**config.mk**
```make
export PLATFORM = sky130hd
export DESIGN_NAME = uart_cmd_assembler
export DESIGN_NICKNAME = d
export VERILOG_FILES = /design/src/rtl/uart_cmd_assembler.sv
export SDC_FILE = /design/constraint.sdc
export NUM_CORES = 1
export LEC_CHECK = 0
export BUFFER_PORTS_ARGS = -buffer_cell sky130_fd_sc_hd__buf_2
export CORE_UTILIZATION = 40
export DETAILED_ROUTE_END_ITERATION = 8
export PLACE_DENSITY = 0.69
export SETUP_SLACK_MARGIN = 0.05
export SLEW_MARGIN = 20
export SYNTH_ARGS = -nofsm -noshare
export SYNTH_HDL_FRONTEND = slang
export SYNTH_SLANG_ARGS = --single-unit
```
**constraint.sdc**
```tcl
create_clock -name clk -period 3.85 [get_ports clk]
set_input_delay 1.155 -clock clk [delete_from_list [all_inputs] [get_ports clk]]
set_output_delay 1.155 -clock clk [all_outputs]
set_load 0.005 [all_outputs]
```
**src/rtl/uart_cmd_assembler.sv**
```systemverilog
// Receive-side command assembler: pairs two UART bytes (high, then low) into a 16-bit command.
// Optional inter-byte timeout that drops a stale high byte: define CMD_RX_TIMEOUT_EN.

module uart #(
    parameter int unsigned BAUD_DIV = 434
) (
    input  logic       clk,
    input  logic       rst_n,
    input  logic       RX,
    output logic       TX,
    input  logic       trmt,
    input  logic [7:0] tx_data,
    output logic       tx_done,
    output logic       rx_rdy,
    output logic [7:0] rx_data,
    input  logic       clr_rx_rdy
);
    localparam int unsigned BW = $clog2(BAUD_DIV);

    logic          rx_meta_q, rx_sync_q;
    logic          rx_busy_q;
    logic [BW-1:0] rx_cnt_q;
    logic [3:0]    rx_bit_q;
    logic [7:0]    rx_shift_q;
    logic          rx_rdy_q;
    logic [7:0]    rx_data_q;

    logic          tx_busy_q;
    logic [BW-1:0] tx_cnt_q;
    logic [3:0]    tx_bit_q;
    logic [9:0]    tx_shift_q;
    logic          tx_done_q;

    // 8N1 receiver: sample mid-bit; rx_rdy is a level held until cleared (new byte wins over clear)
    always_ff @(posedge clk or negedge rst_n) begin
        if (!rst_n) begin
            rx_meta_q  <= 1'b1;
            rx_sync_q  <= 1'b1;
            rx_busy_q  <= 1'b0;
            rx_cnt_q   <= '0;
            rx_bit_q   <= '0;
            rx_shift_q <= '0;
            rx_rdy_q   <= 1'b0;
            rx_data_q  <= '0;
        end else begin
            rx_meta_q <= RX;
            rx_sync_q <= rx_meta_q;
            if (clr_rx_rdy) rx_rdy_q <= 1'b0;
            if (!rx_busy_q) begin
                if (!rx_sync_q) begin
                    rx_busy_q <= 1'b1;
                    rx_cnt_q  <= BW'(BAUD_DIV / 2);
                    rx_bit_q  <= '0;
                end
            end else if (rx_cnt_q == '0) begin
                rx_cnt_q <= BW'(BAUD_DIV - 1);
                if (rx_bit_q == 4'd9) begin
                    rx_busy_q <= 1'b0;
                    rx_rdy_q  <= 1'b1;
                    rx_data_q <= rx_shift_q;
                end else begin
                    rx_shift_q <= {rx_sync_q, rx_shift_q[7:1]};
                    rx_bit_q   <= rx_bit_q + 4'd1;
                end
            end else begin
                rx_cnt_q <= rx_cnt_q - BW'(1);
            end
        end
    end

    // 8N1 transmitter; trmt is ignored while a frame is in flight
    always_ff @(posedge clk or negedge rst_n) begin
        if (!rst_n) begin
            tx_busy_q  <= 1'b0;
            tx_cnt_q   <= '0;
            tx_bit_q   <= '0;
            tx_shift_q <= '1;
            tx_done_q  <= 1'b0;
        end else if (!tx_busy_q) begin
            if (trmt) begin
                tx_busy_q  <= 1'b1;
                tx_shift_q <= {1'b1, tx_data, 1'b0};
                tx_cnt_q   <= BW'(BAUD_DIV - 1);
                tx_bit_q   <= '0;
                tx_done_q  <= 1'b0;
            end
        end else if (tx_cnt_q == '0) begin
            tx_cnt_q <= BW'(BAUD_DIV - 1);
            if (tx_bit_q == 4'd9) begin
                tx_busy_q <= 1'b0;
                tx_done_q <= 1'b1;
            end else begin
                tx_shift_q <= {1'b1, tx_shift_q[9:1]};
                tx_bit_q   <= tx_bit_q + 4'd1;
            end
        end else begin
            tx_cnt_q <= tx_cnt_q - BW'(1);
        end
    end

    assign TX      = tx_shift_q[0];
    assign tx_done = tx_done_q;
    assign rx_rdy  = rx_rdy_q;
    assign rx_data = rx_data_q;
endmodule

module uart_cmd_assembler #(
    parameter int unsigned TIMEOUT_CYCLES = 130000,
    parameter int unsigned TO_W           = 18,
    parameter int unsigned BAUD_DIV       = 434
) (
    input  logic        clk,
    input  logic        rst_n,
    input  logic        RX,
    output logic        TX,
    output logic        cmd_rdy,
    output logic [15:0] cmd,
    input  logic        clr_cmd_rdy,
    input  logic        trmt,
    input  logic [7:0]  resp,
    output logic        tx_done,
    output logic        frame_err
);
    typedef enum logic {HIGH_WAIT, LOW_WAIT} state_e;

    if ((64'd1 << TO_W) <= 64'(TIMEOUT_CYCLES)) begin : g_to_w_check
        $error("TO_W too narrow for TIMEOUT_CYCLES");
    end

    logic        rx_rdy;
    logic [7:0]  rx_data;
    logic        clr_rx_rdy_c;

    state_e      state_q, state_d;
    logic [7:0]  hi_q, hi_d;
    logic [15:0] cmd_q, cmd_d;
    logic        cmd_rdy_q, cmd_rdy_d;
`ifdef CMD_RX_TIMEOUT_EN
    logic [TO_W-1:0] to_cnt_q, to_cnt_d;
    logic            frame_err_q, frame_err_d;
`endif

    uart #(.BAUD_DIV(BAUD_DIV)) u_uart (
        .clk       (clk),
        .rst_n     (rst_n),
        .RX        (RX),
        .TX        (TX),
        .trmt      (trmt),
        .tx_data   (resp),
        .tx_done   (tx_done),
        .rx_rdy    (rx_rdy),
        .rx_data   (rx_data),
        .clr_rx_rdy(clr_rx_rdy_c)
    );

    always_ff @(posedge clk or negedge rst_n) begin
        if (!rst_n) begin
            state_q   <= HIGH_WAIT;
            hi_q      <= '0;
            cmd_q     <= '0;
            cmd_rdy_q <= 1'b0;
`ifdef CMD_RX_TIMEOUT_EN
            to_cnt_q    <= '0;
            frame_err_q <= 1'b0;
`endif
        end else begin
            state_q   <= state_d;
            hi_q      <= hi_d;
            cmd_q     <= cmd_d;
            cmd_rdy_q <= cmd_rdy_d;
`ifdef CMD_RX_TIMEOUT_EN
            to_cnt_q    <= to_cnt_d;
            frame_err_q <= frame_err_d;
`endif
        end
    end

    // Byte pairing; frame completion sets cmd_rdy ahead of the consumer's clear
    always_comb begin
        state_d      = state_q;
        hi_d         = hi_q;
        cmd_d        = cmd_q;
        cmd_rdy_d    = cmd_rdy_q & ~clr_cmd_rdy;
        clr_rx_rdy_c = 1'b0;
`ifdef CMD_RX_TIMEOUT_EN
        to_cnt_d    = to_cnt_q;
        frame_err_d = 1'b0;
`endif
        case (state_q)
            HIGH_WAIT: begin
                if (rx_rdy) begin
                    clr_rx_rdy_c = 1'b1;
                    hi_d         = rx_data;
                    cmd_rdy_d    = 1'b0;
                    state_d      = LOW_WAIT;
`ifdef CMD_RX_TIMEOUT_EN
                    to_cnt_d = '0;
`endif
                end
            end
            LOW_WAIT: begin
                if (rx_rdy) begin
                    clr_rx_rdy_c = 1'b1;
                    cmd_d        = {hi_q, rx_data};
                    cmd_rdy_d    = 1'b1;
                    state_d      = HIGH_WAIT;
                end
`ifdef CMD_RX_TIMEOUT_EN
                else if (to_cnt_q == TO_W'(TIMEOUT_CYCLES - 1)) begin
                    hi_d        = '0;
                    frame_err_d = 1'b1;
                    state_d     = HIGH_WAIT;
                end else begin
                    to_cnt_d = to_cnt_q + TO_W'(1);
                end
`endif
            end
        endcase
    end

    assign cmd     = cmd_q;
    assign cmd_rdy = cmd_rdy_q;
`ifdef CMD_RX_TIMEOUT_EN
    assign frame_err = frame_err_q;
`else
    assign frame_err = 1'b0;
`endif
endmodule

```
==> results of run 1 <==
==> cells by family after synthesis <==
kind of cell | Yosys count | synth area share [%]
other cells | 1 | 0.1016
compound gates | 60 | 11.12
buf+inv | 28 | 3.254
flops | 83 | 56.64
fa+ha+maj | 8 | 2.712
xor+xnor | 4 | 0.9493
mux | 40 | 12.17
simple gates | 79 | 13.05
==> registers in the layout, indices dropped and copies added (netlist names), 4 cells and up <==
signal             flops
cmd                   16
u_uart.rx_cnt_q        9
u_uart.tx_cnt_q        9
u_uart.tx_shift_q      9
hi_q                   8
u_uart.rx_data         8
u_uart.rx_shift_q      8
u_uart.rx_bit_q        4
u_uart.tx_bit_q        4
==> layer usage <==
metal	part of all wire [%]	wire, um	global-route usage (%)	vias to the layer above
li1	-	-	-	1145
met5	0	0	0	-
met2	48	2936	23.13	41
met3	3.1	190	3.651	9
met1	47	2839	16.97	1166
met4	2.1	126	6.760	0
==> worst max-delay path: stages, from the launching register on <==
cell     delay, ns
dfrtp_1       0.41
inv_1         0.06
ha_1          0.20
nor4b_4       0.27
and3_1        0.27
nor2b_1       0.68
mux2_2        0.41
==> cell usage in the layout, fill, tap and decap left out, drive strengths merged, types with 2 or more instances in the layout <==
| master | n |
|---|---|
| a211oi | 3 |
| a21o | 2 |
| a21oi | 7 |
| a31oi | 4 |
| and3 | 2 |
| buf | 31 |
| clkbuf | 9 |
| clkinvlp | 2 |
| dfrtp | 72 |
| dfstp | 11 |
| ha | 8 |
| inv | 21 |
| mux2 | 39 |
| nand2 | 9 |
| nand2b | 4 |
| nand3 | 10 |
| nand3b | 2 |
| nand4 | 3 |
| nor2 | 20 |
| nor2b | 3 |
| nor3 | 5 |
| nor3b | 2 |
| nor4 | 4 |
| nor4b | 2 |
| o21a | 2 |
| o21ai | 23 |
| o221a | 7 |
| o31ai | 3 |
| or2 | 7 |
| or4 | 2 |
| or4b | 2 |
| xnor2 | 2 |
| xor2 | 2 |
==> power by group through the flow <==
stage	Sequential, mW	Combinational, mW	Clock [mW]
after global routing	1.13	0.285	0.657
after detailed placement	1.13	0.249	0
after global placement	1.13	0.237	0
final	1.12	0.243	0.602
after CTS	1.12	0.248	0.621
after floorplan	1.11	0.192	0
==> path summary, 6_finish.rpt <==
check	cells after the start	endpoint	startpoint	slack (ns)
setup reg to reg	6	u_uart.rx_data[6]$_DFFE_PN0P_	u_uart.rx_cnt_q[0]$_DFFE_PN0P_	1.43
max in group asynchronous	1	u_uart.rx_cnt_q[0]$_DFFE_PN0P_	rst_n	2.53
hold reg to reg	0	u_uart.rx_sync_q$_DFF_PN1_	u_uart.rx_meta_q$_DFF_PN1_	0.36
hold / removal	0	u_uart.rx_sync_q$_DFF_PN1_	u_uart.rx_meta_q$_DFF_PN1_	0.36
setup / recovery	6	u_uart.rx_data[6]$_DFFE_PN0P_	u_uart.rx_cnt_q[0]$_DFFE_PN0P_	1.43
min in group asynchronous	1	cmd_rdy$_DFF_PN0_	rst_n	0.81
==> final cells by class <==
| class | count | area, sq um |
|---|---|---|
| flip-flops and latches | 83 | 2091 |
| well taps | 108 | 135.1 |
| inverters | 16 | 60.06 |
| clock buffers | 9 | 123.9 |
| fillers | 813 | 4731 |
| clock inverters | 7 | 66.31 |
| repair buffers | 31 | 161.4 |
| multi-input cells | 192 | 1480 |
==> through the flow <==
step	instances	hold slack (ns)	total power [mW]
floorplan	303	0.3452	1.298
global placement	430	0.3493	1.368
detailed placement	430	0.3490	1.381
CTS	446	0.3620	1.989
global route	446	0.3672	2.076
finish	446	0.3605	1.966
==> out/metrics.yaml, run 1 <==
outcome:
  outcome: "finished, violations left"
  failed_checks: "design-rule violations"
timing:
  setup_viol: 0
  fmax_mhz: 413.3
  tightestPinTransition_ns: 0.8104
  report.final.slew_viol_count: 0
  min_period_ns: 2.420
  clock-skew-final_ns: 0.01189
  rsz0062_at_grt: "false"
  hold_viol: 0
  timing.final.crit_share_pct: 62.85
  slew_headroom_pct: 45.86
  setup_tns_ns: 0
  fin_ws_ns: 1.430
floorplan:
  io_pins: 33
  rows: 34
  start_util_pct: 41.71
  die_area_sq_um: 9616
  dieHeight_um: 98.06
  die_w_um: 98.06
  fp.coreArea_sq_um: 8848
synth:
  ys_types: 53
  synth_top_area_cell: "dfrtp_1"
  synth_area_sq_um: 3691
  synthTopCellsByCount: "dfrtp_1 (72), mux2_2 (39), o21ai_0 (22)"
  syn_nets: 324
  synthCells: 303
  synthArstFlopShare_pct: 100.0
  postSynthAreaPerCell_sq_um: 12.18
  synth-edff-count: 0
  synth_area_leaders: "dfrtp_1 (49%), mux2_2 (12%), dfstp_2 (7.8%), o21ai_0 (3.0%), ha_1 (2.7%)"
  synth_top_cell_area_share_pct: 48.81
  seq_area_frac_synth_pct: 56.64
  synth-seq-cells: 83
  yosysMostFrequentCell: "dfrtp_1"
  yosysWarnings: 0
  dominantRegCellSynth: "dfrtp_1"
place:
  placed_area_sq_um: 3924
  routabilityCongestion: 0.7688
  place_ws_ns: 1.400
  io_buffers: 31
  hpwl_mm: 4.087
clocking:
  ctsResizeCount: 0
  cts_buffers: 9
  clock_latency_ns: 0.36
  clock_sinks: 83
  htree_levels: 3
  clockBufferDepth: 2
  post_cts.repair.setup_buffers: 0
  cts_hold_buf: 0
  clk_pin_slew_worst_paths_ns: 0.08
  cts_tree: "done"
  clock-root-buffer: "clkbuf_8"
setup_path:
  crit_path_start_kind: "flop"
  crit_fanout: 10
  cp-end-kind: "flop"
  critPathArrivalTime_ns: 2.66
  critPathRequiredTime_ns: 4.09
  criticalPathCategory: "flop to flop"
pwr:
  vdd_drop_max_mv: 0.2811
  cellPowerDensity_nw_per_um2: 477.5
  pwr-share-clk_pct: 30.6
  leakage_nw: 1.961
  comb_power_share_pct: 12.4
  p_int_mw: 1.384
  switchingPower_uw: 582.0
  pwr-share-seq_pct: 57.0
  switching_share_pct: 29.60
global_route:
  grt_usage_pct: 13.97
  grt_max_degree: 84
  grt_overflow: 0
  grt_pass1_vias: 2265
  grt_pass1_wl_mm: 10.54
  antenna_found_initial: 0
routing:
  via_per_inst: 5.294
  dr.pass1.iters: 6
  vias: 2361
  drc: 3
  drt_iter0_drc: 97
  ant_nets: 0
  routed_wl_mm: 6.092
  wire_per_inst_um: 13.66
cells_and_area:
  n_antenna_cell: 0
  layout-drive-gt1-share_pct: 33.43
  finalInstanceArea_sq_um: 4118
  nNetsFinal: 354
  syn_to_final_growth_pct: 11.56
  utilization_pct: 46.54
run:
  cap_violations: 0
hold_path:
  hold_path_class: "flop to flop"
No activity file was read; power rests on OpenSTA's default activity.
==> inputs of run 2 (changes only) <==
clock period = 2.45 ns   (was 3.85 ns; I/O delays follow)
==> out/metrics.yaml, run 2 (synthesized netlist as in run 1, its figures left out) <==
outcome:
  outcome: "finished, violations left"
  failed_checks: "design-rule violations"
clocking:
  cts_tree: "done"
  htree_levels: 3  # unchanged
  clockBufferDepth: 2  # unchanged
  clock_latency_ns: 0.35  # about the same
  cts_hold_buf: 0  # unchanged
  clk_pin_slew_worst_paths_ns: 0.10  # +0.02 ns
  post_cts.repair.setup_buffers: 0  # unchanged
  clock-root-buffer: "clkbuf_8"
  ctsResizeCount: 0  # unchanged
  clock_sinks: 83  # unchanged
  cts_buffers: 9  # unchanged
setup_path:
  cp-end-kind: "flop"
  critical_path.top_delay_family: "simple AND/OR/NAND/NOR gates"
  crit_buf_inv: 1  # unchanged
  critPathRequiredTime_ns: 2.73  # -1.36 ns
  cpPeakStageDelay_ns: 0.39  # -0.29 ns
  crit_fanout: 10  # unchanged
  reg2reg_depth: 6  # unchanged
  reg2reg_slack_ns: 0.45  # -0.98 ns
  reg2reg_from: "u_uart.tx_cnt_q[0]$_DFFE_PN0P_"
  cp_cell_sequence: "inv_1 -> ha_1 -> nor4b_4 -> nand3_2 -> or2_1 -> o221a_1"
  crit_path_start_kind: "flop"
  critPathArrivalTime_ns: 2.28  # -0.38 ns
  critPathSlowestCell: "dfrtp_1"
  r2r_end: "u_uart.tx_shift_q[4]$_DFFE_PN1P_"
  criticalPathCategory: "flop to flop"
timing:
  rsz0062_at_grt: "false"
  tightestPinTransition_ns: 0.6932  # -0.1172 ns
  report.final.slew_viol_count: 0  # unchanged
  hold_viol: 0  # unchanged
  fin_ws_ns: 0.4481  # -0.9822 ns
  fmax_mhz: 499.5  # +21%
  timing.hold.ws_ns: 0.3246  # -0.03587 ns
  timing.final.crit_share_pct: 81.71  # +19 points
  setup_tns_ns: 0  # unchanged
  setup_viol: 0  # unchanged
  min_period_ns: 2.002  # -0.4178 ns
  slew_headroom_pct: 53.79  # +7.9 points
  clock-skew-final_ns: 0.01110  # -0.0007856 ns
cells_and_area:
  nFillCells: 808  # -0.62%
  regArea_sq_um: 2091  # unchanged
  utilization_pct: 46.80  # +0.27 points
  layout-drive-gt1-share_pct: 33.82  # +0.39 points
  fin_cells: 448  # +0.45%
  syn_to_final_growth_pct: 12.20
  layout_common_cells: "dfrtp_1 (72), mux2_2 (39), buf_2 (30)"
  layout_commonest_cell: "dfrtp_1"
  nNetsFinal: 356  # +0.56%
  largest_reg_flops: 16  # unchanged
  multi_input_area_sq_um: 1480  # unchanged
  n_antenna_cell: 0  # unchanged
global_route:
  grt_max_degree: 50  # -40%
  grt_overflow: 0  # unchanged
  antenna_found_initial: 0  # unchanged
  grt.met2_usage_pct: 23.24  # +0.11 points
  top_usage_layer: "met2"
  grtUsageMet3_pct: 3.865  # +0.21 points
  grt_util_met1_pct: 17.68  # +0.71 points
  grt_usage_pct: 14.02  # +0.046 points
  grt_pass1_wl_mm: 10.88  # +3.2%
  grt_pass1_vias: 2338  # +3.2%
place:
  dp_cells: 432  # +0.47%
  place_ws_ns: 0.4569  # -0.9427 ns
  hpwl_mm: 4.152  # +1.6%
  io_buffers: 31  # unchanged
  routabilityCongestion: 0.7860  # +2.2%
pwr:
  vdd_drop_max_mv: 0.4348  # +55%
  cellPowerDensity_nw_per_um2: 747.5  # +57%
  leakage_nw: 1.974  # +0.69%
floorplan:
  start_util_pct: 41.71  # unchanged
  die_w_um: 98.06  # unchanged
  io_pins: 33  # unchanged
  rows: 34  # unchanged
  fp.coreArea_sq_um: 8848  # unchanged
  dieHeight_um: 98.06  # unchanged
  die_area_sq_um: 9616  # unchanged
routing:
  drt_iter0_drc: 106  # +9.3%
  wire_per_inst_um: 13.58  # -0.58%
  drc: 3  # unchanged
  ant_nets: 0  # unchanged
  dr.pass1.iters: 6  # unchanged
  routed_wl_mm: 6.084  # -0.13%
  vias: 2388  # +1.1%
  via_per_inst: 5.330  # +0.69%
run:
  cap_violations: 0  # unchanged
hold_path:
  hold_path_class: "input port to asynchronous set/reset pin"
run 2: worst max-delay path by stage:
stage | start | slack [ns] | cells past startpoint | end
6_report | u_uart.tx_cnt_q[0]$_DFFE_PN0P_ | 0.45 | 6 | u_uart.tx_shift_q[4]$_DFFE_PN1P_
2_1_floorplan | u_uart.rx_cnt_q[0]$_DFFE_PN0P_ | 0.62 | 7 | u_uart.rx_data[0]$_DFFE_PN0P_
3_5_place_dp | u_uart.tx_cnt_q[0]$_DFFE_PN0P_ | 0.46 | 6 | u_uart.tx_shift_q[4]$_DFFE_PN1P_
4_1_cts | u_uart.tx_cnt_q[0]$_DFFE_PN0P_ | 0.45 | 6 | u_uart.tx_shift_q[4]$_DFFE_PN1P_
5_1_grt | u_uart.tx_cnt_q[0]$_DFFE_PN0P_ | 0.31 | 6 | u_uart.tx_bit_q[2]$_DFFE_PN0P_
3_3_place_gp | u_uart.rx_cnt_q[0]$_DFFE_PN0P_ | 0.51 | 7 | u_uart.rx_data[6]$_DFFE_PN0P_
run 2: where the power goes:
group / total, mW / leakage, nW / switching, mW / internal, mW
sequential: 1.76 / 1.06 / 0.184 / 1.58
clock: 0.939 / 0.0922 / 0.543 / 0.396
combinational: 0.393 / 0.818 / 0.189 / 0.204
total: 3.10 / 1.97 / 0.916 / 2.18
run 2: area by class of cell:
class / count / area share [%]
inverter: 16 / 1.450
tap: 108 / 3.263
timing repair buffer: 33 / 4.471
multi-input combinational: 192 / 35.74
clock buffer: 9 / 2.991
sequential: 83 / 50.48
clock inverter: 7 / 1.601
run 2: per-layer routing:
layer	routed length, um	up-vias
li1	-	1149
met1	2895	1195
met2	2938	42
met3	202	2
met4	47	0
met5	0	-
run 2: per-stage QoR:
| stage | cell area, sq um | total power, mW |
|---|---|---|
| global route | 4141 | 3.275 |
| finish | 4141 | 3.096 |
| floorplan | 3691 | 2.039 |
| global placement | 3951 | 2.154 |
| detailed placement | 3951 | 2.181 |
| CTS | 4141 | 3.137 |
run 2: worst reg2reg max path, stage by stage (launching register included):
cell and delay, ns:
dfrtp_1 0.39, inv_1 0.10, ha_1 0.21, nor4b_4 0.39, nand3_2 0.16, or2_1 0.39
o221a_1 0.29
